## src/rtl/magnetron_power_control_if.sv

```systemverilog
// Control/status bundle between front-panel/timer logic and the magnetron power control.
//   start_, stop_, clear_ : active-low start/resume, pause, cancel requests
//   door_closed           : 1 = door closed
//   timer_done            : cook timer expired
//   power_level           : requested on-clocks per PWM frame
//   mag_on                : magnetron drive
//   cooking, paused, done : state decodes (done is a one-cycle pulse)
//   state                 : IDLE=00, COOK=01, PAUSE=10, DONE=11
interface magnetron_power_control_if #(
  parameter int unsigned LEVEL_W = 4
);
  logic               start_;
  logic               stop_;
  logic               clear_;
  logic               door_closed;
  logic               timer_done;
  logic [LEVEL_W-1:0] power_level;
  logic               mag_on;
  logic               cooking;
  logic               paused;
  logic               done;
  logic [1:0]         state;

  modport master (
    output start_, stop_, clear_, door_closed, timer_done, power_level,
    input  mag_on, cooking, paused, done, state
  );

  modport slave (
    input  start_, stop_, clear_, door_closed, timer_done, power_level,
    output mag_on, cooking, paused, done, state
  );
endinterface

```

## src/rtl/magnetron_power_control.sv

```systemverilog
// Run/pause/done controller with a duty-cycled magnetron drive: while cooking,
// mag_on is high for level_q out of every PERIOD clocks. The door interlock
// acts combinationally on mag_on.
//   clk    : system clock, rising edge
//   reset_ : asynchronous active-low reset
//   bus    : control inputs and status outputs (slave side)
module magnetron_power_control #(
  parameter int unsigned PERIOD  = 10,
  parameter int unsigned LEVEL_W = 4
) (
  input  logic                      clk,
  input  logic                      reset_,
  magnetron_power_control_if.slave  bus
);

  localparam int unsigned CNT_W = (PERIOD > 1) ? $clog2(PERIOD) : 1;

  typedef enum logic [1:0] {
    IDLE  = 2'b00,
    COOK  = 2'b01,
    PAUSE = 2'b10,
    DONE  = 2'b11
  } state_e;

  state_e             state_q, state_d;
  logic [CNT_W-1:0]   pwm_cnt_q, pwm_cnt_d;
  logic [LEVEL_W-1:0] level_q, level_d;

  // State, PWM phase and latched level
  always_ff @(posedge clk or negedge reset_) begin
    if (!reset_) begin
      state_q   <= IDLE;
      pwm_cnt_q <= '0;
      level_q   <= '0;
    end else begin
      state_q   <= state_d;
      pwm_cnt_q <= pwm_cnt_d;
      level_q   <= level_d;
    end
  end

  // Next state; every path into IDLE clears the phase and level
  always_comb begin
    state_d   = state_q;
    pwm_cnt_d = pwm_cnt_q;
    level_d   = level_q;
    unique case (state_q)
      IDLE: begin
        pwm_cnt_d = '0;
        level_d   = '0;
        if (!bus.start_ && bus.door_closed && bus.stop_ && (bus.power_level != '0)) begin
          state_d = COOK;
          // Saturate only here; the level stays fixed for the whole cook
          level_d = (bus.power_level > LEVEL_W'(PERIOD)) ? LEVEL_W'(PERIOD) : bus.power_level;
        end
      end
      COOK: begin
        if (!bus.clear_) begin
          state_d   = IDLE;
          pwm_cnt_d = '0;
          level_d   = '0;
        end else if (!bus.stop_ || !bus.door_closed) begin
          state_d = PAUSE;
        end else if (bus.timer_done) begin
          state_d = DONE;
        end else begin
          pwm_cnt_d = (pwm_cnt_q == CNT_W'(PERIOD - 1)) ? '0 : pwm_cnt_q + CNT_W'(1);
        end
      end
      PAUSE: begin
        // Phase is held so a resumed cook continues mid-frame
        if (!bus.clear_) begin
          state_d   = IDLE;
          pwm_cnt_d = '0;
          level_d   = '0;
        end else if (!bus.start_ && bus.stop_ && bus.door_closed) begin
          state_d = COOK;
        end
      end
      DONE: begin
        state_d   = IDLE;
        pwm_cnt_d = '0;
        level_d   = '0;
      end
      default: begin
        state_d   = IDLE;
        pwm_cnt_d = '0;
        level_d   = '0;
      end
    endcase
  end

  // Drive is gated by the live door input so it drops before the state reacts
  assign bus.mag_on  = (state_q == COOK) && (LEVEL_W'(pwm_cnt_q) < level_q) && bus.door_closed;
  assign bus.cooking = (state_q == COOK);
  assign bus.paused  = (state_q == PAUSE);
  assign bus.done    = (state_q == DONE);
  assign bus.state   = state_q;

endmodule

```

## src/flat_wrapper.sv

```systemverilog
// flat-port wrapper written by rule: the top's interface ports become plain ports
module magnetron_power_control_flat 
#(
  parameter int unsigned PERIOD  = 10,
  parameter int unsigned LEVEL_W = 4
)
  (clk, reset_, bus_start_, bus_stop_, bus_clear_, bus_door_closed, bus_timer_done, bus_power_level, bus_mag_on, bus_cooking, bus_paused, bus_done, bus_state);
  magnetron_power_control_if #(.LEVEL_W(LEVEL_W)) bus_i ();
  input  logic clk;
  input  logic reset_;
  input wire logic [$bits(bus_i.start_)-1:0] bus_start_;
  input wire logic [$bits(bus_i.stop_)-1:0] bus_stop_;
  input wire logic [$bits(bus_i.clear_)-1:0] bus_clear_;
  input wire logic [$bits(bus_i.door_closed)-1:0] bus_door_closed;
  input wire logic [$bits(bus_i.timer_done)-1:0] bus_timer_done;
  input wire logic [$bits(bus_i.power_level)-1:0] bus_power_level;
  output wire logic [$bits(bus_i.mag_on)-1:0] bus_mag_on;
  output wire logic [$bits(bus_i.cooking)-1:0] bus_cooking;
  output wire logic [$bits(bus_i.paused)-1:0] bus_paused;
  output wire logic [$bits(bus_i.done)-1:0] bus_done;
  output wire logic [$bits(bus_i.state)-1:0] bus_state;
  assign bus_i.start_ = bus_start_;
  assign bus_i.stop_ = bus_stop_;
  assign bus_i.clear_ = bus_clear_;
  assign bus_i.door_closed = bus_door_closed;
  assign bus_i.timer_done = bus_timer_done;
  assign bus_i.power_level = bus_power_level;
  assign bus_mag_on = bus_i.mag_on;
  assign bus_cooking = bus_i.cooking;
  assign bus_paused = bus_i.paused;
  assign bus_done = bus_i.done;
  assign bus_state = bus_i.state;
  magnetron_power_control #(.PERIOD(PERIOD), .LEVEL_W(LEVEL_W)) u_core (.clk(clk), .reset_(reset_), .bus(bus_i));
endmodule
```

## config.mk

```make
export PLATFORM = sky130hd
export DESIGN_NAME = magnetron_power_control_flat
export DESIGN_NICKNAME = d
export VERILOG_FILES = /design/src/rtl/magnetron_power_control_if.sv /design/src/rtl/magnetron_power_control.sv /design/src/flat_wrapper.sv
export SDC_FILE = /design/constraint.sdc
export NUM_CORES = 1
export LEC_CHECK = 0
export BUFFER_PORTS_ARGS = -buffer_cell sky130_fd_sc_hd__buf_4
export CAP_MARGIN = 10
export CORE_MARGIN = 2
export CORE_UTILIZATION = 30
export CTS_CLUSTER_DIAMETER = 40
export DETAILED_ROUTE_END_ITERATION = 6
export PLACE_DENSITY = 0.58
export SLEW_MARGIN = 5
export SYNTH_ARGS = -nofsm -noshare
export SYNTH_HDL_FRONTEND = slang
export SYNTH_SLANG_ARGS = --single-unit
export TNS_END_PERCENT = 30
```

## constraint.sdc

```tcl
create_clock -name clk -period 1.8 [get_ports clk]
set_clock_uncertainty 0.2 [all_clocks]
set_input_delay 0.27 -clock clk [delete_from_list [all_inputs] [get_ports clk]]
set_output_delay 0.27 -clock clk [all_outputs]
set_load 0.05 [all_outputs]
```

# Word level (Yosys, flattened, before mapping)
# Cells that the tools add are included.
[totals]
output_inout_bits = 6
register_bits = 10
[op_classes]
mux = 16
addsub = 1
n_eq_ne = 11
reduce_logical = 17
n_lt_le_gt_ge = 2
[op_table]
columns = ["cell", "count"]
rows = [
  ["4-bit 2-to-1 mux", 7],
  ["4-bit case mux with 3 select lines", 2],
  ["2-bit 2-to-1 mux", 6],
  ["2-bit case mux with 4 select lines", 1],
  ["1-bit logical AND", 7],
  ["3-bit != test (second input constant)", 2],
  ["3-bit AND reduction", 2],
  ["4-bit by 1-bit adder with 4-bit output (second input constant)", 1],
  ["2-bit == test (second input constant)", 2],
  ["4-bit == test (second input constant)", 1],
  ["4-bit > comparator (second input constant)", 1],
  ["4-bit less-than comparator", 1],
  ["2-bit != test (second input constant)", 2],
  ["4-bit by 3-bit != test with 1-bit output (second input constant)", 1],
  ["4-bit nonzero test", 1],
  ["2-bit OR reduction", 2],
  ["1-bit logical NOT", 3],
  ["3-bit by 2-bit != test with 1-bit output (second input constant)", 1],
  ["2-bit by 1-bit == test with 1-bit output (second input constant)", 1],
  ["2-bit logical NOT", 1],
  ["2-bit by 1-bit != test with 1-bit output (second input constant)", 1],
  ["1-bit logical OR", 1],
]

# Logic depth before layout (Yosys ltp)
# Gate-level depths: netlist of the first run.
[depth]
word_depth = 6
mapped_depth = 6

# Worst setup path before layout of the first run
# Ideal clock, no wire load.
[synth_timing]
path_kind = "register to output"
startpoint = "reg u_core.state_q[1], in the netlist u_core.bus.state[1]"
endpoint = "out bus_mag_on"
arrival_time_ns = 2.608
path_buffers = 0
path_slack_ns = -1.278
required_time_ns = 1.330
stages_incl_launch_ff = 5
path_cell_list = "dfrtp_1 inv_1 ha_1 nand2_1 a211oi_1"
[synth_between]
elab_chain_len = 3
[synth_lines]
columns = ["element", "line", "source"]
rows = [
  ["from (decl)", "magnetron_power_control.sv:25", "state_e state_q, state_d;"],
  ["from (signal assigned)", "magnetron_power_control.sv:36", "state_q <= state_d;"],
  ["2-bit by 1-bit == test with 1-bit output", "-", ""],
  ["via bus_cooking", "flat_wrapper.sv:18", "output wire logic [$bits(bus_i.cooking)-1:0] bus_cooking;"],
  ["1-bit logical AND (2 in series)", "magnetron_power_control.sv:94", "assign bus.mag_on = (state_q == COOK) && (LEVEL_W'(pwm_cnt_q) < level_q) && bus.door_closed;"],
  ["to (decl)", "flat_wrapper.sv:17", "output wire logic [$bits(bus_i.mag_on)-1:0] bus_mag_on;"],
]
# The timed path passes the listed nets, and every way through them passes these cells.

# Final worst setup path of the first run
[layout_timing]
startpoint = "reg u_core.level_q[1]"
endpoint = "out bus_mag_on"
[layout_between]
elab_chain_len = 3
[layout_lines]
columns = ["element", "line", "source"]
rows = [
  ["from (decl)", "magnetron_power_control.sv:27", "logic [LEVEL_W-1:0] level_q, level_d;"],
  ["from (signal assigned)", "magnetron_power_control.sv:38", "level_q <= level_d;"],
  ["4-bit less-than comparator", "magnetron_power_control.sv:94", ""],
  ["1-bit logical AND (2 in series)", "magnetron_power_control.sv:94", ""],
]
# No other way between the ends.

==> results of run 1 <==
==> sequential cells by signal, indices dropped and copies added (netlist names) <==
name	count
u_core.pwm_cnt_q	4
u_core.level_q	4
u_core.bus.state	2
==> critical path: cells and delay by family (launching register included) <==
kind / cells / cell delay (ns)
buffers and inverters: 2 / 0.22
AOI/OAI and AO/OA: 3 / 0.53
DFF: 1 / 0.34
adders and majority gates: 1 / 0.27
==> cell type report <==
| type | count | area share (%) |
|---|---|---|
| Multi-Input combinational cell | 54 | 48.6 |
| Sequential cell | 10 | 25.6 |
| Timing Repair Buffer | 21 | 16.6 |
| Tap cell | 28 | 3.54 |
| Inverter | 8 | 3.04 |
| Clock buffer | 4 | 2.66 |
==> how the worst max path moves through the flow <==
stage,from,endpoint,cells past startpoint,slack [ns]
6_report,u_core.level_q[1],bus_mag_on,6,-0.32
3_3_place_gp,u_core.level_q[1],bus_mag_on,6,-0.08
3_5_place_dp,u_core.level_q[1],bus_mag_on,6,-0.09
5_1_grt,u_core.level_q[1],bus_mag_on,6,-0.40
4_1_cts,u_core.level_q[1],bus_mag_on,6,-0.33
2_1_floorplan,u_core.pwm_cnt_q[1],bus_mag_on,4,-0.20
==> where the power goes <==
group	leakage [nW]	switching (W)	total, W	internal, W
logic	0.331	0.000459	0.000767	0.000309
registers	0.133	0.0000441	0.000316	0.000272
clock network	0.0150	0.0000794	0.000165	0.0000858
total	0.479	0.000582	0.00125	0.000666
==> layer usage <==
layer / vias to the layer above / GRT usage (%) / wire length (µm)
li1: 311 / - / -
met2: 17 / 21.4 / 746
met3: 2 / 5.93 / 92
met4: 0 / 2.56 / 15
met1: 293 / 14.9 / 671
met5: - / 0 / 0
==> cell usage in the layout, fill, tap and decap left out, types with 3 or more instances in the layout <==
master | Yosys | final
nand3_1 | 3 | 3
dfrtp_1 | 10 | 8
inv_1 | 8 | 6
clkbuf_4 | 0 | 3
buf_4 | 1 | 19
nand2_1 | 8 | 8
ha_1 | 10 | 8
a21o_1 | 5 | 5
==> per-stage QoR <==
stage	std cells	TNS, ns	power, W	hold WS (ns)
3_3_place_gp	120	-0.0808	0.00108	-0.0908
4_1_cts	125	-0.335	0.00127	0.0310
3_5_place_dp	120	-0.0923	0.00109	-0.0876
5_1_grt	125	-0.404	0.00134	0.0351
2_1_floorplan	73	-0.197	0.000883	-0.226
6_report	125	-0.319	0.00125	0.0328
==> cell families after synthesis <==
| kind of cell | count (synthesis) | share of synthesized area (%) |
|---|---|---|
| AO/OA/AOI/OAI | 20 | 24.5 |
| adder cells (fa/ha/maj) | 10 | 17.1 |
| buffers and inverters | 9 | 5.14 |
| flip-flops | 10 | 34.2 |
| multiplexers | 2 | 2.74 |
| AND/OR/NAND/NOR | 22 | 16.3 |
==> what timing repair did <==
action,CTS,global route
hold endpoints to repair,10,0
buffers inserted,0,0
gates resized for setup,1,0
pin swaps,1,0
hold buffers,1,0
setup endpoints to repair,1,1
==> reports/metrics.cfg, run 1 <==
[outcome]
status=finished, violations left
violations=negative setup slack

[cts]
root_buffer=clkbuf_4
cts_buffer_depth=2
clock_latency_ns=0.27
cts_buffers=3
cts_tree=done
path_clk_slew_ns=0.07
clock-sinks=10
htreeDepth=1

[worst_setup_path]
max_stage_delay_ns=0.34
cp-start-kind=register
critPathKind=reg -> out
r2r.worst_path.cells=5
cp_slowest_cell=dfrtp_1
rr_startpoint=u_core.bus.state[0]
worstPathMaxFanout=2
critical_path_required_ns=1.33
cp_cell_sequence=inv_1 -> ha_1 -> a21o_1 -> a21o_1 -> a211oi_4 -> buf_6
critPathMostFrequentCell=a21o_1
arrival_ns=1.65
setup.worst_path.end_class=primary output
r2r_end=u_core.level_q[2]
reg2reg_setup_slack_ns=0.16

[synthesis]
ys_warn_count=0
synth_cell_type_count=30
ys.flop_type=dfrtp_1
syn-num-nets=94
ys_seq_area_share_pct=34.2
async_flop_share_pct=100
synth_area_leaders=dfrtp_1 34%, ha_1 17%, a21o_1 5.1%
synthTopCellsByCount=10 x dfrtp_1, 10 x ha_1, 8 x inv_1, 8 x nand2_1, 5 x a21o_1
synth_top_cell_by_area=dfrtp_1
synth_seq_cells=10
avgSynthCellArea_um2=10.0
yosys.area.top_type_share_pct=34.2
synth_edf_count=0
synth_area_um2=731
synthCells=73

[route]
wirelength_mm=1.53
dr.pass1.iters=4
postRouteAntennaNets=0
wire_per_inst_um=12.2
drt_drc_violations_left=0
via_count=623
drt_iter0_markers=6
detail_route.vias_per_cell=4.98

[placed_design]
gp_congestion=0.752
dp_slack_ns=-0.0923
place_area_um2=948
portBuffers=16
dpl.hpwl_mm=1.21

[global_route]
grt_first_pass_wirelength_mm=2.56
grt_util_all_layers_pct=12.8
grt_max_degree=11
antenna_found_initial=0
overflow=0
grt_pass1_vias=592

[timing]
fin_ws_ns=-0.319
finalSetupViolCount=1
slew_headroom_pct=79.8
rsz0062_at_grt=yes
fmax_mhz=472
drv_slew=0
timing.final.crit_share_pct=118
worst_pin_slew_ns=0.302
min_period_ns=2.12
finalHoldViolations=0

[layout]
area_delta_synth_final_pct=35.3
postLayoutCellArea_um2=988
postLayoutCoreUtil_pct=43.8
drive_gt1_share_pct=39.2
fill_cells=229
seq_area_um2=253
antennaDiodeCount=0
final_nets=119
multi_input_area_um2=480

[floorplanning]
die_x_um=53.4
core_um2=2250
start_util_pct=32.4
die-area_um2=2850
ios=17
die_height_um=53.4
rows=17

[power_and_ir_drop]
peakVddDrop_v=0.000741
powerDensity_nw_per_um2=1260
total_leakage_power_nw=0.479

[hold_path]
min_path_type=in -> reg
min_to=u_core.level_q[0]
whs_path_depth=3
min_from=bus_power_level[0]

[flow_run]
maxCapViolations=0

Note: power is estimated with default switching activity, not from simulation.
==> run 2: changes to the inputs <==
ABC_AREA = 1   (was unset)
CORE_MARGIN = unset   (was 2)
PLACE_DENSITY = 0.57   (was 0.58)
SETUP_SLACK_MARGIN = 0.02   (was unset)
==> run 2 against run 1 <==
Net effect: the flow still finishes with violations (negative setup slack); flip-flop and latch count unchanged; sequential share of layout area down 0.91 points; global-route usage up 1.4 points; utilization up 1.2 points; area after synthesis up 2.6%; setup slack better by 0.22 ns; cell count up 25%; critical path type unchanged; largest power group unchanged.
==> reports/metrics.cfg, run 2 <==
[outcome]
status=finished, violations left
violations=negative setup slack

[cts]
cts_buffers=3  ; unchanged
clock-sinks=10  ; unchanged
cts_buffer_depth=2  ; unchanged
htreeDepth=1  ; unchanged
path_clk_slew_ns=0.07  ; about the same
cts_tree=done
root_buffer=clkbuf_4
clock_latency_ns=0.27  ; about the same

[synthesis]
synthTopCellsByCount=31 x nand2_1, 14 x inv_1, 10 x dfrtp_1, 10 x ha_1, 9 x nand3_1
ys_warn_count=0  ; unchanged
syn-num-nets=124  ; +32%
post-synth-top-count-cell=nand2_1
synth_edf_count=0  ; unchanged
async_flop_share_pct=100  ; unchanged
synth_seq_cells=10  ; unchanged
avgSynthCellArea_um2=7.28  ; -27%
synth_area_um2=749  ; +2.6%
synth_top_cell_by_area=dfrtp_1
ys.flop_type=dfrtp_1
ys_seq_area_share_pct=33.4  ; -0.86 points
synthCells=103  ; +41%
yosys.area.top_type_share_pct=33.4  ; -0.86 points
synth_cell_type_count=16  ; -47%
synth_area_leaders=dfrtp_1 33%, ha_1 17%, nand2_1 16%

[global_route]
grt_pass1_vias=616  ; +4.1%
grt_first_pass_wirelength_mm=2.72  ; +6.2%
grt_max_degree=11  ; unchanged
antenna_found_initial=0  ; unchanged
overflow=0  ; unchanged
grt_util_all_layers_pct=14.3  ; +1.4 points

[layout]
drive_gt1_share_pct=34.4  ; -4.8 points
area_delta_synth_final_pct=36.7
antennaDiodeCount=0  ; unchanged
final_common_cell=nand2_1
final_cell_mix=31 x nand2_1, 18 x buf_4, 12 x inv_1
final_nets=150  ; +26%
postLayoutCellArea_um2=1020  ; +3.7%
postLayoutCoreUtil_pct=45.0  ; +1.2 points

[timing]
whs_ns=0.0589  ; +0.0261 ns
rsz0062_at_grt=yes
worst_pin_slew_ns=0.221  ; -0.0810 ns
slew_headroom_pct=85.1  ; +5.3 points
drv_slew=0  ; unchanged
timing.final.crit_share_pct=106  ; -12 points
finalSetupViolCount=1  ; unchanged
fmax_mhz=526  ; +11%
finalHoldViolations=0  ; unchanged
min_period_ns=1.90  ; -0.217 ns
fin_ws_ns=-0.102  ; +0.217 ns

[route]
drt_drc_violations_left=0  ; unchanged
wire_per_inst_um=10.5  ; -14%
drt_iter0_markers=17  ; +11
via_count=699  ; +12%
dr.pass1.iters=5  ; +1
postRouteAntennaNets=0  ; unchanged
detail_route.vias_per_cell=4.48  ; -10%
wirelength_mm=1.64  ; +7.7%

[power_and_ir_drop]
total_leakage_power_nw=0.526  ; +9.7%
powerDensity_nw_per_um2=1090  ; -14%
peakVddDrop_v=0.000727  ; -1.9%

[placed_design]
dpl.hpwl_mm=1.32  ; +8.8%
place_area_um2=950  ; +0.13%
gp_congestion=0.768  ; +2.1%
dp_slack_ns=0.0955  ; +0.188 ns
portBuffers=16  ; unchanged

[worst_setup_path]
critPathMostFrequentCell=nand2_1
cp_slowest_cell=dfrtp_1
arrival_ns=1.43  ; -0.22 ns
setup.worst_path.end_class=primary output
worstPathMaxFanout=2  ; unchanged
critical_path_required_ns=1.33  ; about the same
cp_cell_sequence=inv_1 -> ha_1 -> nand2_1 -> nand2_1 -> nand2_1 -> nand3_2 -> nor2_4 -> buf_6
critPathKind=reg -> out
reg2reg_setup_slack_ns=0.20  ; +0.04 ns
path_delay_family=flip-flops
crit_buf_inv=2  ; unchanged
cp-start-kind=register
max_stage_delay_ns=0.36  ; +0.02 ns

[floorplanning]
rows=17  ; unchanged
core_um2=2280  ; +0.94%
die_x_um=52.0  ; -2.6%
die_height_um=52.0  ; -2.6%
ios=17  ; unchanged
die-area_um2=2700  ; -5.1%
start_util_pct=32.9  ; +0.52 points

[flow_run]
maxCapViolations=0  ; unchanged

[hold_path]
min_path_type=in -> reg

-- run 2: cell types whose count changed after synthesis, sizes merged, moves of 4 or more --
cell / previous run / this run
a21o: 5 / 0
nand2: 8 / 34
nor2: 2 / 9
o21ai: 4 / 8
nand3: 3 / 9
inv: 8 / 17
-- run 2: power breakdown --
| part | total (W) | internal, W | switching [W] |
|---|---|---|---|
| clock | 0.000166 | 0.0000858 | 0.0000806 |
| sequential | 0.000321 | 0.000269 | 0.0000524 |
| combinational | 0.000630 | 0.000217 | 0.000412 |
-- run 2: metal layers --
metal  global-route usage, %  share of wire, %  up-vias
met5                       0                 0        -
met4                    5.41              0.79        0
met3                    5.85               5.7        2
met2                    22.0                45       21
met1                    17.6                49      307
li1                        -                 -      369
-- run 2: what timing repair did --
item,in CTS,in global routing
endpoints found under the setup margin,1,2
endpoints found under the hold margin,10,0
buffers inserted,1,1
gates resized for setup,3,2
cloned,0,0
hold buffers,1,0
pin swaps,4,0
-- run 2: worst paths after layout --
path	start	end	cells after the start
hold reg to reg	u_core.level_q[0]	u_core.level_q[0]	2
setup reg to reg	u_core.bus.state[0]	u_core.level_q[3]	7
max in group asynchronous	reset_	u_core.bus.state[0]	2
min in group asynchronous	reset_	u_core.level_q[1]	2
hold / removal	bus_power_level[2]	u_core.level_q[2]	3
setup / recovery	u_core.level_q[1]	bus_mag_on	8
-- run 2: area by class of cell --
cell class                 instances  area [µm²]
clock buffer                       4        26.3
fill                             220        1250
inverter                          18        67.6
multi-input combinational         75         475
sequential                        10         253
tap                               28        35.0
timing repair buffer              21         168
-- run 2: stage by stage --
stage	std cells	TNS [ns]	power [W]
after global routing	156	-0.204	0.00121
after detailed placement	149	0	0.000937
after CTS	155	-0.131	0.00112
after floorplan	103	0	0.000784
after global placement	149	0	0.000932
final	156	-0.102	0.00112
-- run 2: cells by family after synthesis --
group	synth area share [%]
AND/OR/NAND/NOR	30.2
buffers and inverters	9.01
adder cells (fa/ha/maj)	16.7
AO/OA/AOI/OAI	8.35
flip-flops	33.4
XOR/XNOR	2.34
-- run 2: worst min-delay path: cells and delay by family --
kind                   cells  cell delay [ns]
and+or+nand+nor            2             0.13
buffers and inverters      1             0.09
==> run 3: changes to the inputs <==
PLACE_DENSITY = 0.49   (was 0.57)
==> run 3 against run 2 <==
Net effect: the flow still finishes with violations (negative setup slack); clock power grew 22%; setup slack improved by 0.0089 ns; routed wire length decreased by 9.1%; utilization increased by 0.11 points; sequential power about the same; largest cell class unchanged; critical path depth down 1; worst hold slack got worse by 0.00063 ns; clock-buffer cell count did not move; largest power group unchanged; final area grew 0.24%; sequential share of layout area is 0.060 points lower; critical path type unchanged.
==> reports/metrics.cfg, run 3 (synthesis results as in run 2) <==
[worst_setup_path]
reg2reg_setup_slack_ns=0.17  ; -0.03 ns
critical_path_required_ns=1.33  ; about the same
r2r_end=u_core.level_q[3]
arrival_ns=1.42  ; about the same
rr_startpoint=u_core.bus.state[0]
critPathKind=reg -> out
worstPathMaxFanout=2  ; unchanged
cp-start-kind=register
setup.worst_path.end_class=primary output
startpoint=u_core.pwm_cnt_q[1]
r2r.worst_path.cells=7  ; unchanged

[floorplanning]
core_um2=2280  ; unchanged
ios=17  ; unchanged
rows=17  ; unchanged
die_height_um=52.0  ; unchanged
die_x_um=52.0  ; unchanged
start_util_pct=32.9  ; unchanged
die-area_um2=2700  ; unchanged

[power_and_ir_drop]
peakVddDrop_v=0.000683  ; -6.0%
powerDensity_nw_per_um2=1120  ; +2.4%
total_leakage_power_nw=0.527  ; +0.14%

[route]
detail_route.vias_per_cell=4.36  ; -2.7%
wirelength_mm=1.49  ; -9.1%
drt_drc_violations_left=0  ; unchanged
via_count=676  ; -3.3%
wire_per_inst_um=9.64  ; -8.5%
dr.pass1.iters=4  ; -1
drt_iter0_markers=8  ; -9
postRouteAntennaNets=0  ; unchanged

[placed_design]
place_area_um2=957  ; +0.79%
gp_congestion=0.754  ; -1.7%
dpl.hpwl_mm=1.31  ; -0.49%
dp_slack_ns=0.0529  ; -0.0426 ns
portBuffers=16  ; unchanged

[timing]
fin_ws_ns=-0.0932  ; +0.00889 ns
finalSetupViolCount=1  ; unchanged
min_period_ns=1.89  ; -0.00889 ns
drv_slew=0  ; unchanged
rsz0062_at_grt=yes
whs_ns=0.0582  ; -0.000631 ns
finalHoldViolations=0  ; unchanged
slew_headroom_pct=85.8  ; +0.69 points
fmax_mhz=528  ; +0.47%
timing.final.crit_share_pct=105  ; -0.49 points
worst_pin_slew_ns=0.211  ; -0.0102 ns

[layout]
fill_cells=236  ; +7.3%
drive_gt1_share_pct=34.6  ; +0.27 points
area_delta_synth_final_pct=37.1
final_cell_mix=31 x nand2_1, 18 x buf_4, 12 x inv_1
final_common_cell=nand2_1
postLayoutCoreUtil_pct=45.1  ; +0.11 points
postLayoutCellArea_um2=1030  ; +0.24%
final_nets=149  ; -0.67%
antennaDiodeCount=0  ; unchanged

[global_route]
grt_first_pass_wirelength_mm=2.70  ; -0.77%
grt_max_degree=11  ; unchanged
grt_util_all_layers_pct=13.5  ; -0.79 points
grt_pass1_vias=673  ; +9.3%
overflow=0  ; unchanged
antenna_found_initial=0  ; unchanged

[cts]
htreeDepth=1  ; unchanged
cts_tree=done
cts_buffers=3  ; unchanged
clock_latency_ns=0.26  ; about the same
cts_buffer_depth=2  ; unchanged
path_clk_slew_ns=0.07  ; about the same
post_cts_buffers=0  ; -1
root_buffer=clkbuf_4
clock-sinks=10  ; unchanged

[outcome]
status=finished, violations left
violations=negative setup slack

[flow_run]
maxCapViolations=0  ; unchanged

[hold_path]
min_path_type=in -> reg
whs_path_depth=3  ; unchanged
min_to=u_core.level_q[2]
min_from=bus_power_level[2]

run 3: critical path, cell delays in order, from the launching register on:
cell and delay, ns:
dfrtp_1 0.39, ha_1 0.27, nand2_1 0.07, nand2_1 0.05, nand2_1 0.06, nand3_2 0.08, nor2_4 0.09, buf_8 0.15
run 3: how the worst max path moves through the flow:
| stage | end | slack, ns | depth (start not counted) |
|---|---|---|---|
| floorplan | u_core.bus.state[0] | 0.03 | 8 |
| global placement | bus_mag_on | 0.12 | 5 |
| detailed placement | bus_mag_on | 0.05 | 6 |
| CTS | bus_mag_on | -0.12 | 7 |
| global route | bus_mag_on | -0.20 | 7 |
| finish | bus_mag_on | -0.09 | 7 |
run 3: power by group:
| group | internal (W) | switching [W] | leakage, nW |
|---|---|---|---|
| logic | 0.000215 | 0.000410 | 0.372 |
| clock network | 0.000123 | 0.0000803 | 0.0210 |
| registers | 0.000268 | 0.0000512 | 0.133 |
run 3: layout make-up:
class | instances | area [µm²] | area share (%)
Clock buffer | 4 | 36.3 | 3.53
Tap cell | 28 | 35.0 | 3.41
Sequential cell | 10 | 253 | 24.6
Inverter | 18 | 67.6 | 6.58
Timing Repair Buffer | 20 | 160 | 15.6
Multi-Input combinational cell | 75 | 475 | 46.3
run 3: what timing repair did:
| item | 4_1_cts | 5_1_grt |
|---|---|---|
| gates resized for setup | 4 | 1 |
| endpoints found under the hold margin | 10 | 0 |
| pin swaps | 1 | 0 |
| hold buffers | 1 | 0 |
| endpoints found under the setup margin | 1 | 1 |
run 3: metrics by stage:
step	total power (W)	instances	setup TNS (ns)
detailed placement	0.000945	150	0
global placement	0.000948	150	0
floorplan	0.000784	103	0
finish	0.00115	155	-0.0932
global route	0.00125	155	-0.200
CTS	0.00116	155	-0.121
run 3: per-layer routing:
layer,GRT usage (%),share of wire (%),vias to the layer above
met2,21.2,42,14
li1,-,-,372
met1,18.4,54,290
met3,5.26,3.9,0
met4,0,0,0
met5,0,0,-
